`config.mk`:
```
export PLATFORM = sky130hd
export DESIGN_NAME = bet_controller
export DESIGN_NICKNAME = d
export VERILOG_FILES = /design/src/rtl/bet_controller.sv
export SDC_FILE = /design/constraint.sdc
export NUM_CORES = 1
export LEC_CHECK = 0
export BUFFER_PORTS_ARGS = -buffer_cell sky130_fd_sc_hd__buf_4
export CAP_MARGIN = 10
export CORE_ASPECT_RATIO = 1.1
export CORE_MARGIN = 2
export CORE_UTILIZATION = 63
export DETAILED_ROUTE_END_ITERATION = 10
export PLACE_DENSITY = 0.94
export SYNTH_ARGS = -nofsm -noshare
export SYNTH_HDL_FRONTEND = slang
export SYNTH_SLANG_ARGS = --single-unit
```
`constraint.sdc`:
```
create_clock -name slow_clock -period 7.87 [get_ports slow_clock]
set_input_delay 1.574 -clock slow_clock [delete_from_list [all_inputs] [get_ports slow_clock]]
set_output_delay 1.574 -clock slow_clock [all_outputs]
set_load 0.01 [all_outputs]
```
`src/rtl/bet_controller.sv`:
```
// -----------------------------------------------------------------------------
// bet_controller
// Sequences one betting round: accepts and validates a bet, escrows the stake
// from the balance, pulses start_round to the game sequencer, waits for the
// round result, settles the payout into the balance and re-opens betting.
//
// Optional feature macro: BACCARAT_WAIT_TIMEOUT_EN
//   Defined   - WAIT gives up after TIMEOUT_CYCLES edges without round_done and
//               settles the round as VOID (stake refunded).
//   Undefined - WAIT holds until round_done.
//
// Handshake: bet_confirm is a level sampled on every edge in BET; round_done is
// a level sampled on every edge in WAIT and the win lights are taken on that
// same edge. There is no back-pressure: start_round and updatebalanceenable are
// single-cycle Moore pulses the consumer must take when they are high.
//
// Ports:
//   slow_clock           in   clock, all state changes on the rising edge
//   resetb               in   asynchronous active-low reset
//   bet_amount[BAL_W]    in   requested stake
//   bet_side[2]          in   01 player, 10 dealer, 11 tie, 00 invalid
//   bet_confirm          in   confirm request (level)
//   round_done           in   winner lights valid
//   player_win           in   player win light
//   dealer_win           in   dealer win light
//   betenabled           out  high in BET
//   start_round          out  one-cycle pulse in DEAL
//   updatebalanceenable  out  one-cycle pulse in SETTLE
//   balance[BAL_W]       out  current balance (registered)
//   bet_error            out  last confirm was rejected
//   broke                out  high in BROKE
//   o_dbg_state[3]       out  FSM state, for debug and checkers
// -----------------------------------------------------------------------------
module bet_controller #(
    parameter int BAL_W          = 8,
    parameter int INIT_BALANCE   = 50,
    parameter int TIMEOUT_CYCLES = 64
) (
    input  logic             slow_clock,
    input  logic             resetb,
    input  logic [BAL_W-1:0] bet_amount,
    input  logic [1:0]       bet_side,
    input  logic             bet_confirm,
    input  logic             round_done,
    input  logic             player_win,
    input  logic             dealer_win,
    output logic             betenabled,
    output logic             start_round,
    output logic             updatebalanceenable,
    output logic [BAL_W-1:0] balance,
    output logic             bet_error,
    output logic             broke,
    output logic [2:0]       o_dbg_state
);

    typedef enum logic [2:0] {
        S_BET    = 3'd0,
        S_DEAL   = 3'd1,
        S_WAIT   = 3'd2,
        S_SETTLE = 3'd3,
        S_BROKE  = 3'd4
    } state_t;

    typedef enum logic [1:0] {
        OUT_VOID   = 2'd0,
        OUT_PLAYER = 2'd1,
        OUT_DEALER = 2'd2,
        OUT_TIE    = 2'd3
    } outcome_t;

    localparam int SUM_W = BAL_W + 4;

    generate
        if (TIMEOUT_CYCLES < 1) begin : g_bad_timeout
            $error("TIMEOUT_CYCLES must be at least 1");
        end
    endgenerate

    state_t             r_state;
    state_t             w_next;
    logic [BAL_W-1:0]   r_balance;
    logic [BAL_W-1:0]   r_stake;
    logic [1:0]         r_side;
    logic               r_bet_error;

    logic               w_bet_valid;
    logic               w_accept;
    logic               w_timeout;
    logic               w_wait_exit;
    outcome_t           w_outcome;
    logic [SUM_W-1:0]   w_stake_x;
    logic [SUM_W-1:0]   w_credit;
    logic [SUM_W-1:0]   w_sum;
    logic [BAL_W-1:0]   w_settle_bal;

    assign w_bet_valid = (bet_amount != '0) && (bet_amount <= r_balance) && (bet_side != 2'b00);
    assign w_accept    = (r_state == S_BET) && bet_confirm && w_bet_valid;

`ifdef BACCARAT_WAIT_TIMEOUT_EN
    localparam int CNT_W = $clog2(TIMEOUT_CYCLES + 1);
    logic [CNT_W-1:0] r_wait_cnt;

    // WAIT is only ever entered from DEAL, so clearing in DEAL is "clear on entry".
    always_ff @(posedge slow_clock or negedge resetb) begin
        if (!resetb) begin
            r_wait_cnt <= '0;
        end else if (r_state == S_DEAL) begin
            r_wait_cnt <= '0;
        end else if (r_state == S_WAIT) begin
            r_wait_cnt <= r_wait_cnt + 1'b1;
        end
    end

    // Expires on the TIMEOUT_CYCLES-th edge spent in WAIT.
    assign w_timeout = (r_wait_cnt == CNT_W'(TIMEOUT_CYCLES - 1));
`else
    assign w_timeout = 1'b0;
`endif

    assign w_wait_exit = (r_state == S_WAIT) && (round_done || w_timeout);

    // A timeout without round_done leaves the outcome VOID; if round_done
    // arrives on the expiry edge the real lights are used.
    always_comb begin
        w_outcome = OUT_VOID;
        if (round_done) begin
            case ({player_win, dealer_win})
                2'b11:   w_outcome = OUT_TIE;
                2'b10:   w_outcome = OUT_PLAYER;
                2'b01:   w_outcome = OUT_DEALER;
                default: w_outcome = OUT_VOID;
            endcase
        end
    end

    // Credit on top of a balance that already has the stake deducted.
    assign w_stake_x = {{4{1'b0}}, r_stake};

    always_comb begin
        w_credit = '0;
        case (w_outcome)
            OUT_VOID:   w_credit = w_stake_x;
            OUT_PLAYER: if (r_side == 2'b01) w_credit = w_stake_x << 1;
            OUT_DEALER: if (r_side == 2'b10) w_credit = w_stake_x << 1;
            OUT_TIE: begin
                if (r_side == 2'b11) begin
                    w_credit = (w_stake_x << 3) + w_stake_x;
                end else if (r_side != 2'b00) begin
                    w_credit = w_stake_x;
                end
            end
            default: w_credit = '0;
        endcase
    end

    assign w_sum        = {{4{1'b0}}, r_balance} + w_credit;
    assign w_settle_bal = (|w_sum[SUM_W-1:BAL_W]) ? {BAL_W{1'b1}} : w_sum[BAL_W-1:0];

    always_ff @(posedge slow_clock or negedge resetb) begin
        if (!resetb) begin
            r_state <= S_BET;
        end else begin
            r_state <= w_next;
        end
    end

    always_comb begin
        w_next              = r_state;
        betenabled          = 1'b0;
        start_round         = 1'b0;
        updatebalanceenable = 1'b0;
        broke               = 1'b0;
        case (r_state)
            S_BET: begin
                betenabled = 1'b1;
                if (w_accept) w_next = S_DEAL;
            end
            S_DEAL: begin
                start_round = 1'b1;
                w_next      = S_WAIT;
            end
            S_WAIT: begin
                if (w_wait_exit) w_next = S_SETTLE;
            end
            S_SETTLE: begin
                updatebalanceenable = 1'b1;
                w_next = (r_balance != '0) ? S_BET : S_BROKE;
            end
            S_BROKE: begin
                broke = 1'b1;
            end
            default: w_next = S_BET;
        endcase
    end

    always_ff @(posedge slow_clock or negedge resetb) begin
        if (!resetb) begin
            r_balance   <= BAL_W'(INIT_BALANCE);
            r_stake     <= '0;
            r_side      <= 2'b00;
            r_bet_error <= 1'b0;
        end else begin
            case (r_state)
                S_BET: begin
                    if (bet_confirm) begin
                        if (w_bet_valid) begin
                            r_stake     <= bet_amount;
                            r_side      <= bet_side;
                            r_balance   <= r_balance - bet_amount;
                            r_bet_error <= 1'b0;
                        end else begin
                            r_bet_error <= 1'b1;
                        end
                    end
                end
                S_WAIT: begin
                    if (w_wait_exit) r_balance <= w_settle_bal;
                end
                S_BROKE: begin
                    r_balance <= '0;
                end
                default: ;
            endcase
        end
    end

    assign balance     = r_balance;
    assign bet_error   = r_bet_error;
    assign o_dbg_state = r_state;

endmodule

```
==> impl_metrics.tcl, run 1 <==
set metrics [dict create \
    status "complete, no violations" \
    crit_path_max_incr_delay_ns 0.35 \
    cp-start-kind "primary input" \
    wl_met1_um 2562 \
    clock-root-buffer "clkbuf_4" \
    cts_made_buffers 3 \
    cts_buffer_depth 2 \
    ir_worst_vdd_mv 0.2796 \
    nets 329 \
    vias 2230 \
    startpoint "round_done" \
    cp_cell_sequence "buf_4 > and4_1 > and2_2 > a222oi_1 > inv_1 > ha_1 > o21a_1 > o31a_1 > o31a_1 > or2_4 > o211a_4 > o32a_1 > o22a_1" \
    tritoncts "built" \
    r2r_end "balance[6]" \
    whs_ns 0.5535 \
    grt_max_degree 23 \
    synth_cell_types 60 \
    cap_violations 0 \
    wl_met3_um 396 \
    clock-sinks 22 \
    syn_inst 259 \
    required_ns 8.10 \
    ant_nets 0 \
    syn_to_final_growth_pct 13.14 \
    drt-initial-drc-count 181 \
    die_w_um 61.42 \
    hold_path_class "flop to flop" \
    start_util_pct 66.94 \
    grt_pass1_wl_um 9970 \
    synth-seq-cells 22 \
    cpMostUsedCell "o31a_1" \
    path_class "primary input to flop" \
    synth_edf_count 0 \
    io_buffers 31 \
    leakagePower_uw 0.001178 \
    place.gp.congestion 0.9049 \
    maxUsedRoutingLayer "met4" \
    critical_path_buf_inv_count 2 \
    final.period_utilization_pct 54.85 \
    vias_per_cell 6.637 \
    finalClockSkew_ns 0.006004 \
    grt_usage_pct 32.95 \
    io_pins 32 \
    synth_fp_nets 299 \
    ys_seq_area_share_pct 24.26 \
    critPathCapture "balance[6]" \
    dr.pass1.iters 5 \
    setup_tns_ns 0 \
    rsz0062_at_grt "false" \
    cts_setup_buffers 0 \
    placement_rows 22 \
    htree_num_levels 1 \
    drc 0 \
    hold_viol 0 \
    power_density_nw_per_um2 478.5 \
    die_y_um 67.16 \
    reg2regPathDepth 13 \
    async_flop_share_pct 100.0 \
    final.min_clock_period_ns 4.316 \
    worstSkewPairLatency_ns 0.33 \
    die_area_um2 4125 \
    setup_viol_count_final 0 \
    grt_pass1_vias 2096 \
    diodes 0 \
    final_core_util_pct 75.73 \
    cp-end-kind "flop" \
    ctsHoldBuffers 0 \
    hpwl_um 4835 \
    avgSynthCellArea_um2 8.821 \
    yosysWarningCount 0 \
    met2WireLength_um 2904 \
    slew_headroom_pct 49.70 \
    dp_cells 332 \
    fmax_mhz 231.7 \
    path_max_fanout 6 \
    drive_above_1_share_pct 20.49 \
    grt_overflow 0 \
    worst_slew_pin_slew_ns 0.7499 \
    wl_um 6209 \
    critPathArrivalTime_ns 4.55 \
    r2r-start "r_stake[3]" \
    antenna_found_initial 0 \
    clk_pin_slew_ns 0.13 \
    final_cell_area_um2 2585 \
    postCtsResizedCells 0 \
    drv_slew 0 \
    reg2reg_slack_ns 4.34 \
    critical-path-top-delay-family "compound AO/OA/AOI/OAI gates" \
    cp_num_cells 13 \
    synth_area_um2 2285 \
    placed_area_um2 2532 \
    layoutNonFillerInstCount 336 \
    core-area_um2 3413 \
    synth_ff_type "dfrtp_1" \
    cp_slowest_cell "ha_1" \
    wire_per_inst_um 18.48 \
]
-- cell usage in the layout (no fill, tap or decap), types with 3 or more instances in the layout --
master and instances:
nor4_1 4, nor2_1 18, buf_4 31, a211oi_1 6
a21oi_1 11, nand2b_1 5, xnor2_1 7, clkbuf_4 3
dfrtp_1 19, nor2b_1 7, o31a_1 7, dfstp_2 3
a31oi_1 4, fa_1 3, o21ai_0 21, inv_1 22
nand2_1 16, ha_1 21, o21a_1 9, mux2_2 4
a221o_2 3, nor3_1 7, mux2i_1 6
-- per-layer routing --
metal  GRT usage, %  vias up
met4          17.82        0
li1               -     1038
met5              0        -
met3          5.364       30
met1          42.16     1049
met2          52.66      113
-- worst register-to-register path, delay by kind of cell (launching register included) --
kind / cells / cell delay [ns]
simple gates: 3 / 0.52
buf+inv: 1 / 0.07
compound gates: 6 / 1.39
fa+ha+maj: 3 / 0.96
flops: 1 / 0.49
-- stage by stage --
stage	setup WS [ns]	power (uW)
2_1_floorplan	3.542	891.3
5_1_grt	3.453	1332
4_1_cts	3.568	1217
3_5_place_dp	3.221	1112
3_3_place_gp	3.323	1076
6_report	3.554	1237
-- sequential cells by signal (all words and copies together), names as in the netlist --
name,flops
r_stake,8
balance,8
r_side,2
o_dbg_state,3
bet_error,1
-- where the power goes --
| part | internal [uW] | leakage, uW | total [uW] | switching (uW) |
|---|---|---|---|---|
| Sequential | 176 | 0.000262 | 280 | 104 |
| Clock | 51.6 | 0.0000279 | 89.2 | 37.6 |
| Combinational | 400 | 0.000888 | 868 | 468 |
-- synth_stat cells (2+ instances only) --
cell type / instances / area, um2
a21o_1: 2 / 15.01
a21oi_1: 11 / 55.05
o32a_1: 2 / 20.02
o21ai_1: 2 / 10.01
o22a_1: 2 / 17.52
nand4b_1: 2 / 17.52
a22oi_1: 2 / 15.01
o31a_1: 7 / 61.31
a2bb2oi_1: 2 / 17.52
a31oi_1: 4 / 25.02
ha_1: 21 / 262.8
nor3_1: 7 / 35.03
o32ai_1: 2 / 17.52
dfrtp_1: 19 / 475.5
a211oi_1: 6 / 45.04
o21bai_1: 2 / 15.01
mux2i_1: 6 / 60.06
buf_6: 2 / 22.52
xor2_1: 2 / 17.52
clkbuf_1: 2 / 7.510
inv_1: 22 / 82.58
nor2_1: 18 / 67.56
xnor2_1: 7 / 61.31
a211o_1: 2 / 17.52
mux2_2: 4 / 45.04
or4_1: 2 / 15.01
nand3_1: 2 / 10.01
o21ai_0: 21 / 105.1
buf_4: 2 / 15.01
a22o_2: 2 / 20.02
nor2b_1: 7 / 43.79
nor4_1: 4 / 25.02
a221o_2: 3 / 33.78
nand2b_1: 5 / 31.28
nand2_1: 16 / 60.06
fa_1: 3 / 60.06
o21a_1: 9 / 67.56
dfstp_2: 3 / 78.83
-- cells by family after synthesis --
family	synth area share, %
XOR/XNOR	3.450
adder cells (fa/ha/maj)	14.13
AO/OA/AOI/OAI	29.90
AND/OR/NAND/NOR	17.91
multiplexers	4.600
flip-flops	24.26
buffers and inverters	5.750
-- final cells by class --
type,count,area [um2]
repair buffers,31,232.7
inverters,23,86.33
clock inverters,1,30.03
multi-input cells,208,1599
well taps,48,60.06
flip-flops and latches,22,554.3
fillers,267,828.3
clock buffers,3,22.52
-- worst min-delay path by stage --
stage               startpoint         end  slack (ns)  cells past startpoint
floorplan           r_stake[2]  r_stake[2]        0.50                      2
global placement     bet_error   bet_error        0.48                      2
detailed placement   bet_error   bet_error        0.52                      2
CTS                  bet_error   bet_error        0.55                      2
global route        balance[5]  balance[5]        0.58                      1
finish               bet_error   bet_error        0.55                      2
Power figures use the tool's default switching activity.
==> run 2, diff against run 1 <==
- ABC_AREA: not set -> 1
- CORE_UTILIZATION: 63 -> 58
- PLACE_DENSITY: 0.94 -> 0.89
- clock period: 7.87 -> 4.1 ns (I/O delays scaled with it)
==> run 2 against run 1 <==
Against the previous run:
- power is 90% higher
- wire length shrank 5.8%
- hold slack worse by 0.12 ns
- non-clock buffer count unchanged
- first-iteration DRC count grew 7.7%
- critical path type unchanged
==> impl_metrics.tcl, run 2 <==
set metrics [dict create \
    placement_rows 23 \
    avgSynthCellArea_um2 6.661 \
    grt_overflow 0 \
    diodes 0 \
    drive_above_1_share_pct 12.27 \
    synth_area_um2 2285 \
    path_class "primary input to flop" \
    place_ws_ns 0.5824 \
    synthTopCellsByArea "dfrtp_1 (21%), nand2_1 (13%), ha_1 (12%), inv_1 (11%), nor2_1 (5.4%)" \
    htree_num_levels 1 \
    syn_inst 343 \
    final.min_clock_period_ns 3.317 \
    whs_ns 0.4291 \
    core-area_um2 3712 \
    cts_setup_buffers 0 \
    ctsHoldBuffers 0 \
    multi_input_area_um2 1460 \
    synth_fp_nets 383 \
    ir_worst_vdd_mv 0.5300 \
    drv_slew 0 \
    synth-compound-area-share_pct 15.83 \
    vias 2422 \
    drc 0 \
    synth_adder_area_share_pct 14.13 \
    final.period_utilization_pct 80.90 \
    synth_top_family_by_area "simple AND/OR/NAND/NOR gates" \
    start_util_pct 61.54 \
    postCtsResizedCells 0 \
    fmax_mhz 301.5 \
    synth_area_leader_cell "dfrtp_1" \
    reg2regPathDepth 18 \
    critPathArrivalTime_ns 3.47 \
    synth.most_common_cell "nand2_1" \
    drt-initial-drc-count 195 \
    final_cell_mix "nand2_1 (81), inv_1 (67), nor2_1 (33)" \
    hold_viol 0 \
    leakagePower_uw 0.001462 \
    worstSkewPairLatency_ns 0.26 \
    antenna_found_initial 0 \
    cts_made_buffers 3 \
    vias_per_cell 5.699 \
    synth_mux_area_share_pct 0 \
    dr.pass1.iters 4 \
    finalClockSkew_ns 0.006380 \
    wire_per_inst_um 13.77 \
    grt_pass1_vias 2295 \
    worst_slack_ns 0.7831 \
    required_ns 4.25 \
    nFillCells 294 \
    cts_buffer_depth 2 \
    hpwl_um 4789 \
    setup_viol_count_final 0 \
    yosysWarningCount 0 \
    io_pins 32 \
    async_flop_share_pct 100.0 \
    rsz0062_at_grt "false" \
    grt_max_degree 23 \
    syn_to_final_growth_pct 15.22 \
    synth_edf_count 0 \
    clock-sinks 22 \
    io_buffers 31 \
    synth-xor-area-share_pct 3.450 \
    status "complete, no violations" \
    final_cell_area_um2 2633 \
    path_max_fanout 8 \
    ant_nets 0 \
    grt_pass1_wl_um 10230 \
    hold_path_class "primary input to async pin" \
    power_density_nw_per_um2 892.5 \
    synth_ff_type "dfrtp_1" \
    reg2reg_slack_ns 0.94 \
    die_w_um 63.84 \
    final_common_cell "nand2_1" \
    die_y_um 69.83 \
    tritoncts "built" \
    r2r-start "r_stake[3]" \
    grt_usage_pct 28.33 \
    cp-start-kind "primary input" \
    worst_slew_pin_slew_ns 0.6149 \
    die_area_um2 4458 \
    placed_area_um2 2561 \
    clock-root-buffer "clkbuf_8" \
    synth_cell_types 35 \
    nets 416 \
    yosysTopAreaCellShare_pct 20.81 \
    wl_um 5851 \
    r2r_end "balance[7]" \
    cp-end-kind "flop" \
    place.gp.congestion 0.9346 \
    seq_area_um2 554.3 \
    clk_pin_slew_ns 0.08 \
    synth-seq-cells 22 \
    synth_common_cells "nand2_1 (81), inv_1 (67), nor2_1 (33)" \
    final_core_util_pct 70.91 \
    slew_headroom_pct 58.89 \
    ys_seq_area_share_pct 24.26 \
    synth_simple_gate_area_share_pct 30.50 \
    cap_violations 0 \
    setup_tns_ns 0 \
]
run 2: metal layers:
layer	vias up	track usage [%]	share of wire (%)
li1	1203	-	-
met1	1119	37.41	43
met2	78	47.34	49
met3	22	1.948	3.9
met4	0	12.08	3.9
met5	-	0	0
run 2: critical path: stages:
cell and delay (ns):
buf_4 0.09, nand2_1 0.08, inv_1 0.07, nand2_1 0.07
o21ai_0 0.26, o21ai_0 0.28, o221ai_1 0.26, ha_1 0.34
nand2_1 0.10, nand2_1 0.06, nand2_1 0.06, nand3_1 0.11
nand2_1 0.08, nand2_1 0.04, nand2_1 0.08, nor2_1 0.06
nor2_2 0.23, nand4_1 0.17, nand2_1 0.12, a21oi_1 0.06
run 2: cell type report:
type | instances | share of cell area, %
clock buffer | 3 | 1.568
clock inverter | 1 | 1.141
inverter | 67 | 9.553
multi-input combinational | 251 | 55.47
sequential | 22 | 21.06
tap | 50 | 2.376
timing repair buffer | 31 | 8.840
run 2: worst max-delay path by stage:
| stage | startpoint | to | cells after the start |
|---|---|---|---|
| final | round_done | balance[7] | 20 |
| after detailed placement | round_done | balance[2] | 20 |
| after floorplan | round_done | balance[6] | 19 |
| after CTS | round_done | balance[7] | 20 |
| after global routing | round_done | balance[7] | 19 |
| after global placement | round_done | balance[7] | 20 |
run 2: kinds of logic after synthesis:
group	after synthesis
AOI/OAI and AO/OA	60
xor gates and xnor gates	9
adders and majority gates	24
and+or+nand+nor	158
DFF	22
buffers and inverters	70
run 2: through the flow:
step,total power (uW),cells
floorplan,1686,343
global placement,2053,421
detailed placement,2099,421
CTS,2330,425
global route,2602,425
finish,2350,425
run 2: power by group:
group / switching (uW) / leakage, uW / internal (uW)
clock network: 70.1 / 0.0000357 / 130
logic: 1010 / 0.00117 / 661
registers: 150 / 0.000256 / 331
==> run 3, diff against run 2 <==
- CORE_UTILIZATION: 58 -> 53
- PLACE_DENSITY: 0.89 -> 0.86
- clock period: 4.1 -> 2.8 ns (I/O delays scaled with it)
==> run 3 against run 2 <==
Against the previous run:
- the run now ends with setup timing left
- hold slack got worse by 0.26 ns
- first-iteration DRC count increased by 6.7%
- sequential cell count unchanged
- die area increased by 8.9%
- wire length increased by 16%
- clock skew decreased by 0.0055 ns
- count of clock-buffer cells in the layout unchanged
- sequential share of layout area decreased by 2.4 points
- non-clock buffer count increased by 31
- clock power increased by 51%
- largest power group unchanged
- highest routed layer unchanged
==> impl_metrics.tcl, run 3 (synthesis results as in run 2) <==
set metrics [dict create \
    finalClockSkew_ns 0.0009099 \
    worstSkewPairLatency_ns 0.27 \
    final_common_cell "nand2_1" \
    grt_usage_pct 30.16 \
    power_density_nw_per_um2 1350 \
    ir_worst_vdd_mv 0.7911 \
    cap_violations 0 \
    vias 2589 \
    core-area_um2 4223 \
    whs_ns 0.1655 \
    place_ws_ns -0.4302 \
    syn_to_final_growth_pct 29.74 \
    final_cell_mix "nand2_1 (74), inv_1 (63), buf_4 (62)" \
    die_y_um 72.86 \
    total_power_uw 4001 \
    p_sw_share_pct 50.64 \
    cp-start-kind "primary input" \
    grt_overflow 0 \
    setup_viol_count_final 2 \
    die_area_um2 4852 \
    p_int_uw 1975 \
    fmax_mhz 354.5 \
    antenna_found_initial 0 \
    drt-initial-drc-count 208 \
    grt_max_degree 23 \
    clk_pin_slew_ns 0.08 \
    final.min_clock_period_ns 2.820 \
    seq_area_um2 554.3 \
    diodes 0 \
    drv_slew 0 \
    placement_rows 25 \
    critPathArrivalTime_ns 2.98 \
    multi_input_area_um2 1551 \
    wl_um 6808 \
    required_ns 2.96 \
    path_class "primary input to flop" \
    path_max_fanout 8 \
    seqPwrFrac_pct 16.8 \
    grt_pass1_wl_um 11340 \
    rsz0062_at_grt "true" \
    worst_slack_ns -0.02048 \
    final.period_utilization_pct 100.7 \
    critical_path_buf_inv_count 6 \
    switching_power_uw 2026 \
    setup_tns_ns -0.02862 \
    die_w_um 66.60 \
    violations "setup timing" \
    cts_made_buffers 3 \
    cts_buffer_depth 2 \
    dr.pass1.iters 5 \
    slew_headroom_pct 70.56 \
    hpwl_um 5097 \
    crit_path_max_incr_delay_ns 0.40 \
    status "finished with violations" \
    cp_slowest_cell "fa_2" \
    critical-path-top-delay-family "simple AND/OR/NAND/NOR gates" \
    start_util_pct 54.10 \
    leakagePower_uw 0.001635 \
    grt_pass1_vias 2530 \
    clkPwrFrac_pct 7.6 \
    wire_per_inst_um 14.80 \
    hold_path_class "primary input to async pin" \
    cpMostUsedCell "nand2_2" \
    io_buffers 31 \
    pwr-share-comb_pct 75.6 \
    drc 0 \
    tritoncts "built" \
    ant_nets 0 \
    nFillCells 343 \
    final_core_util_pct 70.19 \
    place.gp.congestion 0.8924 \
    hold_viol 0 \
    htree_num_levels 1 \
    clock-root-buffer "clkbuf_8" \
    drive_above_1_share_pct 25.12 \
    ctsHoldBuffers 0 \
    nets 447 \
    cp_cell_sequence "buf_4 > nand2_4 > inv_4 > nand2_2 > o21ai_2 > buf_4 > inv_1 > nor2_2 > ha_2 > inv_2 > fa_2 > inv_2 > nand2_1 > nand3_2 > nand2_2 > nand2_2 > nand2_4 > o21ai_4 > nand4_1 > nand2_1 > a21oi_2" \
    clock-sinks 22 \
    worst_slew_pin_slew_ns 0.4383 \
    cp-end-kind "flop" \
    io_pins 32 \
    vias_per_cell 5.628 \
]
run 3: what timing repair did:
action / 4_1_cts / 5_1_grt
setup endpoints to repair: 8 / 8
pin swaps: 13 / 18
setup buffers: 1 / 2
endpoints found under the hold margin: 0 / 0
resized for setup: 15 / 19
run 3: worst paths after layout:
kind	end	cells past startpoint	from	slack, ns
max	balance[3]	21	round_done	-0.02
max reg2reg	balance[3]	13	r_stake[2]	-0.01
min reg2reg	bet_error	2	bet_error	0.52
min in group slow_clock	bet_error	2	bet_error	0.52
min	balance[0]	1	resetb	0.17
max in group asynchronous	balance[5]	1	resetb	2.35
run 3: cell type report:
type / instances / share of cell area [%]
well taps: 54 / 2.279
inverters: 67 / 8.569
multi-input cells: 251 / 52.34
clock buffers: 3 / 1.393
repair buffers: 62 / 15.70
clock inverters: 1 / 1.013
flip-flops and latches: 22 / 18.70
run 3: routing by layer:
layer  track usage [%]  vias to the layer above  part of all wire, %
li1                  -                     1265                    -
met1             38.22                     1189                   41
met2             51.89                      111                   50
met3             2.623                       24                  5.7
met4             13.61                        0                  3.1
met5                 0                        -                    0
run 3: power by group through the flow:
stage | clock network [uW] | registers, uW | logic [uW]
global route | 317 | 692 | 3350
detailed placement | 0 | 668 | 2690
finish | 302 | 673 | 3030
CTS | 301 | 665 | 2810
floorplan | 0 | 668 | 1800
global placement | 0 | 664 | 2620
run 3: through the flow:
| step | area (um2) | cells |
|---|---|---|
| after CTS | 2900 | 458 |
| final | 2964 | 460 |
| after floorplan | 2285 | 343 |
| after global routing | 2964 | 460 |
| after global placement | 2776 | 453 |
| after detailed placement | 2776 | 453 |
